[src/rtl/alu_seq_ctrl_pkg.sv]
// Shared encodings for the ALU sequencing controller: ALU op codes, command codes,
// FSM state encoding and the decoded ALU control bundle.
package alu_seq_ctrl_pkg;

    localparam logic [2:0] ALU_ROL = 3'd0;
    localparam logic [2:0] ALU_SLL = 3'd1;
    localparam logic [2:0] ALU_SRA = 3'd2;
    localparam logic [2:0] ALU_SRL = 3'd3;
    localparam logic [2:0] ALU_ADD = 3'd4;
    localparam logic [2:0] ALU_OR  = 3'd5;
    localparam logic [2:0] ALU_XOR = 3'd6;
    localparam logic [2:0] ALU_AND = 3'd7;

    localparam logic [3:0] CMD_ADD  = 4'd0;
    localparam logic [3:0] CMD_SUB  = 4'd1;
    localparam logic [3:0] CMD_OR   = 4'd2;
    localparam logic [3:0] CMD_XOR  = 4'd3;
    localparam logic [3:0] CMD_AND  = 4'd4;
    localparam logic [3:0] CMD_ANDN = 4'd5;
    localparam logic [3:0] CMD_ROL  = 4'd6;
    localparam logic [3:0] CMD_SLL  = 4'd7;
    localparam logic [3:0] CMD_SRA  = 4'd8;
    localparam logic [3:0] CMD_SRL  = 4'd9;
    localparam logic [3:0] CMD_ROR  = 4'd10;
    localparam logic [3:0] CMD_SEQ  = 4'd11;
    localparam logic [3:0] CMD_SLT  = 4'd12;
    localparam logic [3:0] CMD_SLE  = 4'd13;
    localparam logic [3:0] CMD_SCO  = 4'd14;
    localparam logic [3:0] CMD_RSV  = 4'd15;

    localparam logic [1:0] ST_IDLE  = 2'd0;
    localparam logic [1:0] ST_EXEC  = 2'd1;
    localparam logic [1:0] ST_EXEC2 = 2'd2;
    localparam logic [1:0] ST_DONE  = 2'd3;

    // a_const16 replaces operand A with 16; b_rot replaces operand B with the captured rotate count
    typedef struct packed {
        logic [2:0] op;
        logic       inva;
        logic       invb;
        logic       cin;
        logic       sign;
        logic       a_const16;
        logic       b_rot;
    } alu_ctrl_t;

endpackage

[src/rtl/alu_seq_ctrl_cmd_decode.sv]
// Combinational command-to-ALU-control decode; pass2 selects the second pass of ROR.
module alu_cmd_decode
    import alu_seq_ctrl_pkg::*;
(
    input  logic [3:0] cmd,
    input  logic       pass2,
    output alu_ctrl_t  ctrl
);

    always_comb begin
        ctrl = '0;
        case (cmd)
            CMD_ADD: begin
                ctrl.op   = ALU_ADD;
                ctrl.sign = 1'b1;
            end
            CMD_SUB, CMD_SEQ, CMD_SLT, CMD_SLE: begin
                ctrl.op   = ALU_ADD;
                ctrl.invb = 1'b1;
                ctrl.cin  = 1'b1;
                ctrl.sign = 1'b1;
            end
            CMD_OR:   ctrl.op = ALU_OR;
            CMD_XOR:  ctrl.op = ALU_XOR;
            CMD_AND:  ctrl.op = ALU_AND;
            CMD_ANDN: begin
                ctrl.op   = ALU_AND;
                ctrl.invb = 1'b1;
            end
            CMD_ROL:  ctrl.op = ALU_ROL;
            CMD_SLL:  ctrl.op = ALU_SLL;
            CMD_SRA:  ctrl.op = ALU_SRA;
            CMD_SRL:  ctrl.op = ALU_SRL;
            // rotate right = rotate left by (16 - B[3:0]) mod 16, computed on the first pass
            CMD_ROR: begin
                if (pass2) begin
                    ctrl.op    = ALU_ROL;
                    ctrl.b_rot = 1'b1;
                end else begin
                    ctrl.op        = ALU_ADD;
                    ctrl.invb      = 1'b1;
                    ctrl.cin       = 1'b1;
                    ctrl.a_const16 = 1'b1;
                end
            end
            CMD_SCO:  ctrl.op = ALU_ADD;
            default:  ctrl = '0;
        endcase
    end

endmodule

[src/rtl/alu_seq_ctrl.sv]
// Command sequencer for an external combinational ALU: accepts a command, runs one or
// two ALU passes from registered operands, and holds the result until consumed.
//
//   state | meaning
//   IDLE  | cmd_ready high, waiting for a command
//   EXEC  | first ALU pass from registered command
//   EXEC2 | second ALU pass (ROR only)
//   DONE  | res_valid high, result held until res_ready
module alu_seq_ctrl
    import alu_seq_ctrl_pkg::*;
(
    input  logic        clk,
    input  logic        rst_n,
    input  logic        cmd_valid,
    output logic        cmd_ready,
    input  logic [3:0]  cmd_op,
    input  logic [15:0] cmd_a,
    input  logic [15:0] cmd_b,
    output logic        res_valid,
    input  logic        res_ready,
    output logic [15:0] res_data,
    output logic        res_ofl,
    output logic        res_err,
    output logic [15:0] alu_a,
    output logic [15:0] alu_b,
    output logic [2:0]  alu_op,
    output logic        alu_inva,
    output logic        alu_invb,
    output logic        alu_cin,
    output logic        alu_sign,
    input  logic [15:0] alu_out,
    input  logic        alu_ofl,
    input  logic        alu_z
);

    logic [1:0]  state;
    logic [3:0]  op_q;
    logic [15:0] a_q;
    logic [15:0] b_q;
    logic [3:0]  rot_q;
    alu_ctrl_t   ctrl;
    logic        exec;
    logic        slt_bit;
    logic [15:0] nxt_data;
    logic        nxt_ofl;
    logic        nxt_err;

    alu_cmd_decode u_decode (
        .cmd   (op_q),
        .pass2 (state == ST_EXEC2),
        .ctrl  (ctrl)
    );

    assign cmd_ready = (state == ST_IDLE);
    assign res_valid = (state == ST_DONE);
    assign exec      = (state == ST_EXEC) || (state == ST_EXEC2);

    // ALU controls are zero outside the execute states, so reset clears them immediately
    always_comb begin
        alu_a    = '0;
        alu_b    = '0;
        alu_op   = '0;
        alu_inva = 1'b0;
        alu_invb = 1'b0;
        alu_cin  = 1'b0;
        alu_sign = 1'b0;
        if (exec) begin
            alu_a    = ctrl.a_const16 ? 16'd16 : a_q;
            alu_b    = ctrl.b_rot ? {12'd0, rot_q} : b_q;
            alu_op   = ctrl.op;
            alu_inva = ctrl.inva;
            alu_invb = ctrl.invb;
            alu_cin  = ctrl.cin;
            alu_sign = ctrl.sign;
        end
    end

    always_comb begin
        slt_bit  = alu_out[15] ^ alu_ofl;
        nxt_data = alu_out;
        nxt_ofl  = 1'b0;
        nxt_err  = 1'b0;
        case (op_q)
            CMD_ADD, CMD_SUB: nxt_ofl  = alu_ofl;
            CMD_SEQ:          nxt_data = {15'd0, alu_z};
            CMD_SLT:          nxt_data = {15'd0, slt_bit};
            CMD_SLE:          nxt_data = {15'd0, slt_bit | alu_z};
            CMD_SCO:          nxt_data = {15'd0, alu_ofl};
            CMD_RSV: begin
                nxt_data = '0;
                nxt_err  = 1'b1;
            end
            default:          nxt_data = alu_out;
        endcase
    end

    always_ff @(posedge clk or negedge rst_n) begin
        if (!rst_n) begin
            state    <= ST_IDLE;
            op_q     <= '0;
            a_q      <= '0;
            b_q      <= '0;
            rot_q    <= '0;
            res_data <= '0;
            res_ofl  <= 1'b0;
            res_err  <= 1'b0;
        end else begin
            case (state)
                ST_IDLE: begin
                    if (cmd_valid) begin
                        op_q  <= cmd_op;
                        a_q   <= cmd_a;
                        b_q   <= cmd_b;
                        state <= ST_EXEC;
                    end
                end
                ST_EXEC: begin
                    if (op_q == CMD_ROR) begin
                        rot_q <= alu_out[3:0];
                        state <= ST_EXEC2;
                    end else begin
                        res_data <= nxt_data;
                        res_ofl  <= nxt_ofl;
                        res_err  <= nxt_err;
                        state    <= ST_DONE;
                    end
                end
                ST_EXEC2: begin
                    res_data <= nxt_data;
                    res_ofl  <= nxt_ofl;
                    res_err  <= nxt_err;
                    state    <= ST_DONE;
                end
                default: begin
                    if (res_ready) state <= ST_IDLE;
                end
            endcase
        end
    end

endmodule

[config.mk]
export PLATFORM = sky130hd
export DESIGN_NAME = alu_seq_ctrl
export DESIGN_NICKNAME = d
export VERILOG_FILES = /design/src/rtl/alu_seq_ctrl_pkg.sv /design/src/rtl/alu_seq_ctrl_cmd_decode.sv /design/src/rtl/alu_seq_ctrl.sv
export SDC_FILE = /design/constraint.sdc
export NUM_CORES = 1
export LEC_CHECK = 0
export BUFFER_PORTS_ARGS = -buffer_cell sky130_fd_sc_hd__clkbuf_2
export CAP_MARGIN = 20
export CORE_ASPECT_RATIO = 1.2
export CORE_MARGIN = 10
export CORE_UTILIZATION = 52
export DETAILED_ROUTE_END_ITERATION = 10
export PLACE_DENSITY = 0.82
export SLEW_MARGIN = 20
export SYNTH_ARGS = -nofsm -noshare
export SYNTH_HDL_FRONTEND = slang
export SYNTH_SLANG_ARGS = --single-unit
export TNS_END_PERCENT = 100
[constraint.sdc]
create_clock -name clk -period 3 [get_ports clk]
set_clock_uncertainty 0.05 [all_clocks]
set_input_delay 0.6 -clock clk [delete_from_list [all_inputs] [get_ports clk]]
set_output_delay 0.6 -clock clk [all_outputs]
set_load 0.1 [all_outputs]
==> results of run 1 <==
[layer usage]
layer | vias to the layer above | track usage, % | share of wire, %
li1 | 1157 | - | -
met3 | 15 | 9.09 | 12
met4 | 0 | 7.97 | 2.1
met2 | 100 | 27.8 | 47
met1 | 1155 | 19.5 | 39
met5 | - | 0 | 0
[synthesized netlist by cell type, types with 4 or more instances]
| master | number |
|---|---|
| nor2b_1 | 5 |
| mux2_2 | 40 |
| clkbuf_1 | 5 |
| o21ai_0 | 6 |
| nand3_1 | 7 |
| a21boi_0 | 7 |
| dfrtp_1 | 60 |
| inv_1 | 5 |
| o21ai_1 | 6 |
| buf_4 | 4 |
| buf_2 | 7 |
| and2_1 | 17 |
| o21ai_2 | 11 |
| and3_1 | 13 |
| ha_1 | 4 |
| nand2_1 | 44 |
[area by class of cell]
type,count,area [um2],share of cell area [%]
clock inverter,3,42.5,1.05
multi-input combinational,190,1380,34.0
timing repair buffer,120,861,21.2
tap,64,80.1,1.97
inverter,5,18.8,0.462
clock buffer,13,179,4.40
sequential,60,1500,36.9
[layout by cell type (no fill, tap or decap), drive strengths merged, types with 3 or more instances in the layout]
cell      n
nor2      3
a21oi     3
mux2     40
a21boi    7
nand3     7
nor2b     6
and2     18
buf      29
inv       5
and3     13
clkbuf  104
dfrtp    60
ha        4
o21ai    24
nand2    46
o31ai     3
[worst register-to-register path, delay by kind of cell, from the launching register on]
family                   cells  cell delay (ns)
buffers and inverters        3             0.60
flip-flops                   1             0.40
AO/OA/AOI/OAI                2             0.36
adder cells (fa/ha/maj)      1             0.30
[flip-flops by register name (all words and copies together), names as in the netlist]
register	count
a_q	16
b_q	16
op_q	4
res_data	16
res_err	1
res_ofl	1
rot_q	4
state	2
[final timing paths]
| check | start | end | slack, ns | depth (start not counted) |
|---|---|---|---|---|
| worst max-delay path | op_q[2] | alu_b[6] | 0.13 | 4 |
| worst min-delay path | rst_n | res_data[5] | 0.29 | 1 |
| worst max register to register | state[0] | res_data[0] | 1.19 | 6 |
| worst min register to register | res_data[4] | res_data[4] | 0.43 | 2 |
| max in group asynchronous | rst_n | a_q[13] | 1.88 | 2 |
| min in group clk | alu_out[6] | res_data[6] | 0.43 | 3 |
[kinds of logic (layout without fill, tap and decap cells)]
| kind of cell | count (synthesis) | in the layout | share of synthesized area (%) |
|---|---|---|---|
| adders and majority gates | 4 | 4 | 1.68 |
| other | 1 | 1 | 0.126 |
| AOI/OAI and AO/OA | 43 | 43 | 10.3 |
| DFF | 60 | 60 | 50.3 |
| buffers and inverters | 23 | 141 | 4.19 |
| xor gates and xnor gates | 1 | 1 | 0.293 |
| and+or+nand+nor | 101 | 101 | 18.1 |
| muxes | 40 | 40 | 15.1 |
[what timing repair did]
item,in CTS,in global routing
hold endpoints to repair,0,0
resized for setup,0,1
setup endpoints to repair,0,15
[stage by stage]
stage | utilization, % | TNS [ns] | std cells
after floorplan | - | -0.418 | 273
after global placement | 68.2 | 0 | 439
after detailed placement | 68.2 | 0 | 439
after CTS | 72.1 | 0 | 455
after global routing | 72.2 | 0 | 455
final | 72.2 | 0 | 455
==> summary.md, run 1 <==
| Metric | Value |
|---|---|
| Routed vias | approximately 2.4k |
| Final wirelength | 7.86 mm |
| Core Area | ~5600 um2 |
| Syn Inst Count | 273 |
| Gr ovfl total | 0 |
| Sequential area share after synthesis | 50.3% |
| Fillers | 390 |
| Status | complete, no violations |
| Slowest stage delay, CP | 0.61 ns |
| Final nets | 448 |
| Final WS setup | about 0.13 ns |
| Drt first pass iters | 4 |
| DR iter-0 viols | 154 |
| CTS tree | yes |
| Fraction of layout cells with a size suffix above 1 | 50.9% |
| Vias in the first global route | between 2k and 3k |
| Fin. max-slew vios | 0 |
| Netlist cell types | 39 |
| Post-detailed-route count of antenna-violating nets | 0 |
| Placed instance area | 3840 um2 |
| MaxCap Viol Count | 0 |
| Syn_area_per_cell | around 11 um2 |
| Chip width | 89.2 um |
| Syn nets | 335 |
| Post-synth EDFFs | 0 |
| Req. time, crit path | ~2.4 ns |
| Async SR Flop Fraction | between 90% and 100% |
| Max FO, Critical Path | 16 |
| Die Area | 9190 um2 |
| Largest net degree at the start of global routing | 37 |
| Hold Vio Cnt, Final | 0 |
| Die H | 103 um |
| First-pass GRT wire length | roughly 13 mm |
| Slew margin rel. | 45.9% |
| CTS Root Cell | clkbuf_8 |
| Top cell type's share of synthesized area | 50.3% |
| Main area contributors after synthesis | dfrtp_1, mux2_2, nand2_1 |
| Worst EP arrival | 2.22 ns |
| Crit path buffers/inverters | 1 |
| Min Tclk post-route | approximately 2.9 ns |
| Crit Path Class | reg2out |
| Final setup fails | 0 |
| Crit end category | primary output |
| Total global-route track usage | 17.7% |
| # clock sinks | 60 |
| FMAX | between 300 and 400 MHz |
| Fin area | 4070 um2 |
| CP delay by family, top | simple AND/OR/NAND/NOR gates |
| Ant diodes | 0 |
| Worst path slowest cell | dfrtp_1 |
| Hold-fix buffers, CTS | 0 |
| Port bufs | 115 |
| CTS buffer count | 9 |
| Top Ports | 117 |
| Worst hold-check path type | in2async |
| Mapped cell area | about 3000 um2 |
| Starting Density | 53.0% |
| CP startpoint kind | flip-flop |
| Worst Hold Margin | 0.288 ns |
| Post-DP HPWL | between 5 and 6 mm |
| Postcts setup bufs | 0 |
| CTS Buffer Depth | 2 |
| Post-route DRC | 0 |
| GP Congestion | 0.747 |
| Period utilization | 95.8% |
| Via-to-Cell Ratio | 5.33 |
| Ys flop type | dfrtp_1 |
| Worst-path clk slew | around 0.070 ns |
| DR WL/cell | 17.3 um |
| Synth warn | 0 |
| Slew @ Worst Pin | 0.812 ns |
| Clk Latency, worst-skew pair | 0.34 ns |
| Unrepaired setup endpoints after global routing | no |
| Initial antenna violation count | 0 |
| Synth Register Bits | 60 |
| Pre-CTS WS | 0.520 ns |
| Yosys top cell by area | dfrtp_1 |
| Area Overhead vs Synth | 36.2% |
| Worst path cell trace | and4bb_2 > nand2_2 > and3_1 > clkbuf_2 |
| H-tree levels | 3 |
| Row cnt | 30 |
Power of run 1 is not shown: default switching activity piles up to over one toggle a cycle in this logic, so the estimate is an artifact.
==> run 2, diff against run 1 <==
--- a/config.mk
+++ b/config.mk
@@ -11,7 +11,10 @@
 export CORE_MARGIN = 10
 export CORE_UTILIZATION = 52
 export DETAILED_ROUTE_END_ITERATION = 10
+export MAX_ROUTING_LAYER = met4
 export PLACE_DENSITY = 0.82
+export REMOVE_ABC_BUFFERS = 1
+export SKIP_LAST_GASP = 1
 export SLEW_MARGIN = 20
 export SYNTH_ARGS = -nofsm -noshare
 export SYNTH_HDL_FRONTEND = slang
==> run 2 against run 1 <==
Against the previous run:
- global-route usage down 0.52 points
- wire length down 3.5%
- die area unchanged
- clock-buffer cell count shrank 4
- hold slack worse by 0.078 ns
- cell count did not move
- fmax increased by 1.8%
- utilization up 0.64 points
- sequential share of layout area is 0.30 points lower
- setup slack better by 0.051 ns
- register-to-register slack lost 0.14 ns
- highest routed layer unchanged
==> summary.md, run 2 (synthesized netlist as in run 1, its figures left out) <==
| Metric | Value |
|---|---|
| Commonest non-fill, non-tap cell in the layout | clkbuf_2 |
| FMAX | approximately 350 MHz |
| CP startpoint kind | flip-flop |
| # clock sinks | 60 |
| Setup TNS | 0 ns |
| Crit end category | primary output |
| MaxCap Viol Count | 0 |
| Fraction of layout cells with a size suffix above 1 | 49.9% |
| Period utilization | around 94% |
| Postcts setup bufs | 0 |
| First-pass GRT wire length | 11.9 mm |
| DR iter-0 viols | between 60 and 70 |
| Gr ovfl total | 0 |
| Post-detailed-route count of antenna-violating nets | 0 |
| Slew margin rel. | 55.9% |
| Largest net degree at the start of global routing | 61 |
| CTS tree | yes |
| Final wirelength | 7.58 mm |
| Final Non-Filler Cells | approximately 460 |
| Unrepaired setup endpoints after global routing | no |
| H-tree levels | 3 |
| Area Overhead vs Synth | 37.4% |
| Chip width | just under 90 um |
| Fillers | 405 |
| Via-to-Cell Ratio | 5.27 |
| Max FO, Critical Path | 8 |
| Worst EP arrival | roughly 2.2 ns |
| Req. time, crit path | around 2.4 ns |
| Total global-route track usage | 17.2% |
| Clk Latency, worst-skew pair | 0.33 ns |
| Final WS setup | about 0.18 ns |
| Die H | 103 um |
| Post-route DRC | 0 |
| DR WL/cell | 16.7 um |
| Ant diodes | 0 |
| Post-DP HPWL | 5.73 mm |
| Worst hold-check path type | in2async |
| Most frequent cells in the layout | clkbuf_2, dfrtp_1, nand2_1, mux2_2, buf_4 |
| Top flop regs | a_q (16), b_q (16), res_data (16) |
| GP Congestion | approximately 0.83 |
| Core Area | approximately 5600 um2 |
| CTS buffer count | 9 |
| Pre-CTS WS | 0.499 ns |
| Drt first pass iters | 4 |
| Worst-path clk slew | 0.07 ns |
| Crit Path Class | reg2out |
| Top Ports | 117 |
| Initial antenna violation count | 0 |
| Hold Vio Cnt, Final | 0 |
| R2R depth | 5 |
| Row cnt | 30 |
| Min Tclk post-route | 2.82 ns |
| Placed instance count | 439 |
| Final setup fails | 0 |
| CTS Buffer Depth | 2 |
| Starting Density | 53.0% |
| Resized cells post-CTS | 0 |
| Status | complete, no violations |
| Fin. max-slew vios | 0 |
| Port bufs | approximately 120 |
| Final nets | 448 |
| Die Area | roughly 9000 um2 |
| Vias in the first global route | 2559 |
| Hold-fix buffers, CTS | 0 |
| Slew @ Worst Pin | 0.662 ns |
| CTS Root Cell | clkbuf_8 |
| Routed vias | around 2.4k |
| Worst Hold Margin | 0.210 ns |
## run 2: changes by cell type in the layout (fill, tap and decap cells not counted), sizes merged
cell | previous run | this run
inv | 5 | 7
clkbuf | 104 | 90
bufinv | 1 | 2
buf | 29 | 39
clkinvlp | 1 | 2
## run 2: metrics by stage
stage	area, um2	util, %
6_report	4100	72.9
4_1_cts	4100	72.7
5_1_grt	4100	72.9
3_3_place_gp	3870	68.8
2_1_floorplan	2880	-
3_5_place_dp	3870	68.8
## run 2: final cells by class
type	count	area (um2)	area share, %
Multi-Input combinational cell	190	1360	33.2
Timing Repair Buffer	120	920	22.4
Inverter	5	18.8	0.457
Clock inverter	7	97.6	2.38
Sequential cell	60	1500	36.6
Clock buffer	9	124	3.02
Tap cell	64	80.1	1.95
## run 2: layer usage
metal | global-route usage [%] | vias up | wire length, um
met1 | 18.2 | 1139 | 2850
met2 | 29.2 | 85 | 3900
li1 | - | 1160 | -
met5 | - | - | 0
met4 | 6.50 | 0 | 119
met3 | 5.45 | 13 | 710
## run 2: final timing paths
kind	from	end	slack (ns)
min reg2reg	res_err	res_err	0.42
min	rst_n	res_err	0.21
max reg2reg	state[1]	b_q[1]	1.05
min in group clk	alu_out[10]	res_data[10]	0.42
max	state[0]	alu_invb	0.18
max in group asynchronous	rst_n	op_q[2]	2.43
## run 2: worst max-delay path: stages, from the launching register on
cell      delay (ns)
dfrtp_1         0.39
inv_1           0.08
ha_1            0.29
nor2b_1         0.18
nor3_1          0.14
o21ai_0         0.16
a21boi_1        0.29
clkbuf_8        0.30
Power of run 2 is left out for the same reason.
==> run 3, diff against run 2 <==
--- a/config.mk
+++ b/config.mk
@@ -13,6 +13,7 @@
 export DETAILED_ROUTE_END_ITERATION = 10
 export MAX_ROUTING_LAYER = met4
 export PLACE_DENSITY = 0.82
+export RECOVER_POWER = 25
 export REMOVE_ABC_BUFFERS = 1
 export SKIP_LAST_GASP = 1
 export SLEW_MARGIN = 20
==> run 3 against run 2 <==
Against the previous run:
- cell count stayed put
- sequential share of layout area is 0.13 points higher
- first-iteration DRC count is 7.8% lower
- via count is 0.29% higher
- utilization is 0.27 points lower
- critical endpoint unchanged
==> summary.md, run 3 (synthesized netlist as in run 1, its figures left out) <==
| Metric | Value |
|---|---|
| Status | complete, no violations |
| CTS Buffer Depth | 2 |
| CTS buffer count | 9 |
| Unrepaired setup endpoints after global routing | no |
| CTS tree | yes |
| # clock sinks | 60 |
| Slew margin rel. | between 3 and 4% |
| Commonest non-fill, non-tap cell in the layout | clkbuf_2 |
| Starting Density | 53.0% |
| Slew @ Worst Pin | 1.45 ns |
| Die Area | 9190 um2 |
| Req. time, crit path | between 2 and 2.5 ns |
| Drt first pass iters | 4 |
| Final wirelength | roughly 7.6 mm |
| DR WL/cell | 16.6 um |
| GP Congestion | 0.832 |
| Post-detailed-route count of antenna-violating nets | 0 |
| CP startpoint kind | flip-flop |
| Initial antenna violation count | 0 |
| Crit end category | primary output |
| Postcts setup bufs | 0 |
| Resized cells post-CTS | 0 |
| Row cnt | 30 |
| Met3 wire length | approximately 700 um |
| Largest net degree at the start of global routing | around 60 |
| Die H | between 100 and 150 um |
| Worst EP arrival | 2.16 ns |
| Worst hold-check path type | in2reg |
| Top routing layer in use | met4 |
| Routed vias | 2404 |
| Gr ovfl total | 0 |
| Min Tclk post-route | between 2 and 3 ns |
| Worst-path clk slew | 0.08 ns |
| Top flop regs | a_q (16), b_q (16), res_data (16) |
| Fillers | 407 |
| Period utilization | 93.8% |
| Port bufs | 115 |
| Hold-fix buffers, CTS | 0 |
| H-tree levels | 3 |
| Core Area | 5630 um2 |
| Multi-input logic area | 1360 um2 |
| Area Overhead vs Synth | 36.9% |
| M1 WL | 2.81 mm |
| Fraction of layout cells with a size suffix above 1 | 49.9% |
| Chip width | between 80 and 90 um |
| Crit Path Class | reg2out |
| Post-route DRC | 0 |
| Final setup fails | 0 |
| Fin. max-slew vios | 0 |
| First-pass GRT wire length | 11.9 mm |
| Final WS setup | 0.186 ns |
| Max FO, Critical Path | 8 |
| Met2 routed WL | 3.89 mm |
| Via-to-Cell Ratio | 5.28 |
| Pre-CTS WS | 0.499 ns |
| Register area | 1500 um2 |
| CTS Root Cell | clkbuf_8 |
| Total global-route track usage | 17.2% |
| Final nets | around 450 |
| Hold Vio Cnt, Final | 0 |
| Top Ports | 117 |
| Vias in the first global route | 2559 |
| Post-DP HPWL | roughly 5.7 mm |
| Ant diodes | 0 |
| Reg2Reg Setup Slack | 1.05 ns |
| DR iter-0 viols | ~60 |
| MaxCap Viol Count | 0 |
| FMAX | 355 MHz |
| Clk Latency, worst-skew pair | 0.33 ns |
| Most frequent cells in the layout | clkbuf_2, dfrtp_1, nand2_1, mux2_2, buf_4 |
run 3: cell count changes in the layout (fill, tap and decap cells not counted), sizes merged:
cell / change
buf: -1
clkbuf: +1
run 3: path summary, 6_finish.rpt:
path                                   from            to  cells past startpoint
min in group asynchronous             rst_n       res_err                      2
worst min-delay path            alu_out[10]  res_data[10]                      3
worst min register to register      res_err       res_err                      2
worst max register to register     state[1]        b_q[1]                      5
max in group asynchronous             rst_n       op_q[2]                      2
worst max-delay path               state[0]      alu_invb                      7
run 3: cell type report:
class,count,share of cell area (%)
Sequential cell,60,36.8
Timing Repair Buffer,120,22.1
Tap cell,64,1.96
Multi-Input combinational cell,190,33.3
Inverter,5,0.459
Clock buffer,9,3.03
Clock inverter,7,2.39
run 3: per-layer routing:
metal | track usage (%) | vias to the layer above
li1 | - | 1159
met1 | 18.2 | 1146
met2 | 29.2 | 84
met3 | 5.45 | 15
met4 | 6.50 | 0
met5 | - | -
run 3: critical path, cell delays in order (launching register included):
cell,delay (ns)
dfrtp_1,0.39
inv_1,0.08
ha_1,0.29
nor2b_1,0.18
nor3_1,0.14
o21ai_0,0.16
a21boi_1,0.29
clkbuf_8,0.30
run 3: through the flow:
| stage | hold WS, ns | instances | cell area, um2 | setup TNS, ns | util [%] |
|---|---|---|---|---|---|
| after floorplan | 0.254 | 255 | 2880 | -6.45 | - |
| after global placement | 0.403 | 439 | 3870 | 0 | 68.8 |
| after detailed placement | 0.412 | 439 | 3870 | 0 | 68.8 |
| after CTS | 0.220 | 455 | 4100 | 0 | 72.7 |
| after global routing | 0.415 | 455 | 4090 | 0 | 72.6 |
| final | 0.417 | 455 | 4090 | 0 | 72.6 |
Power of run 3 is left out for the same reason.
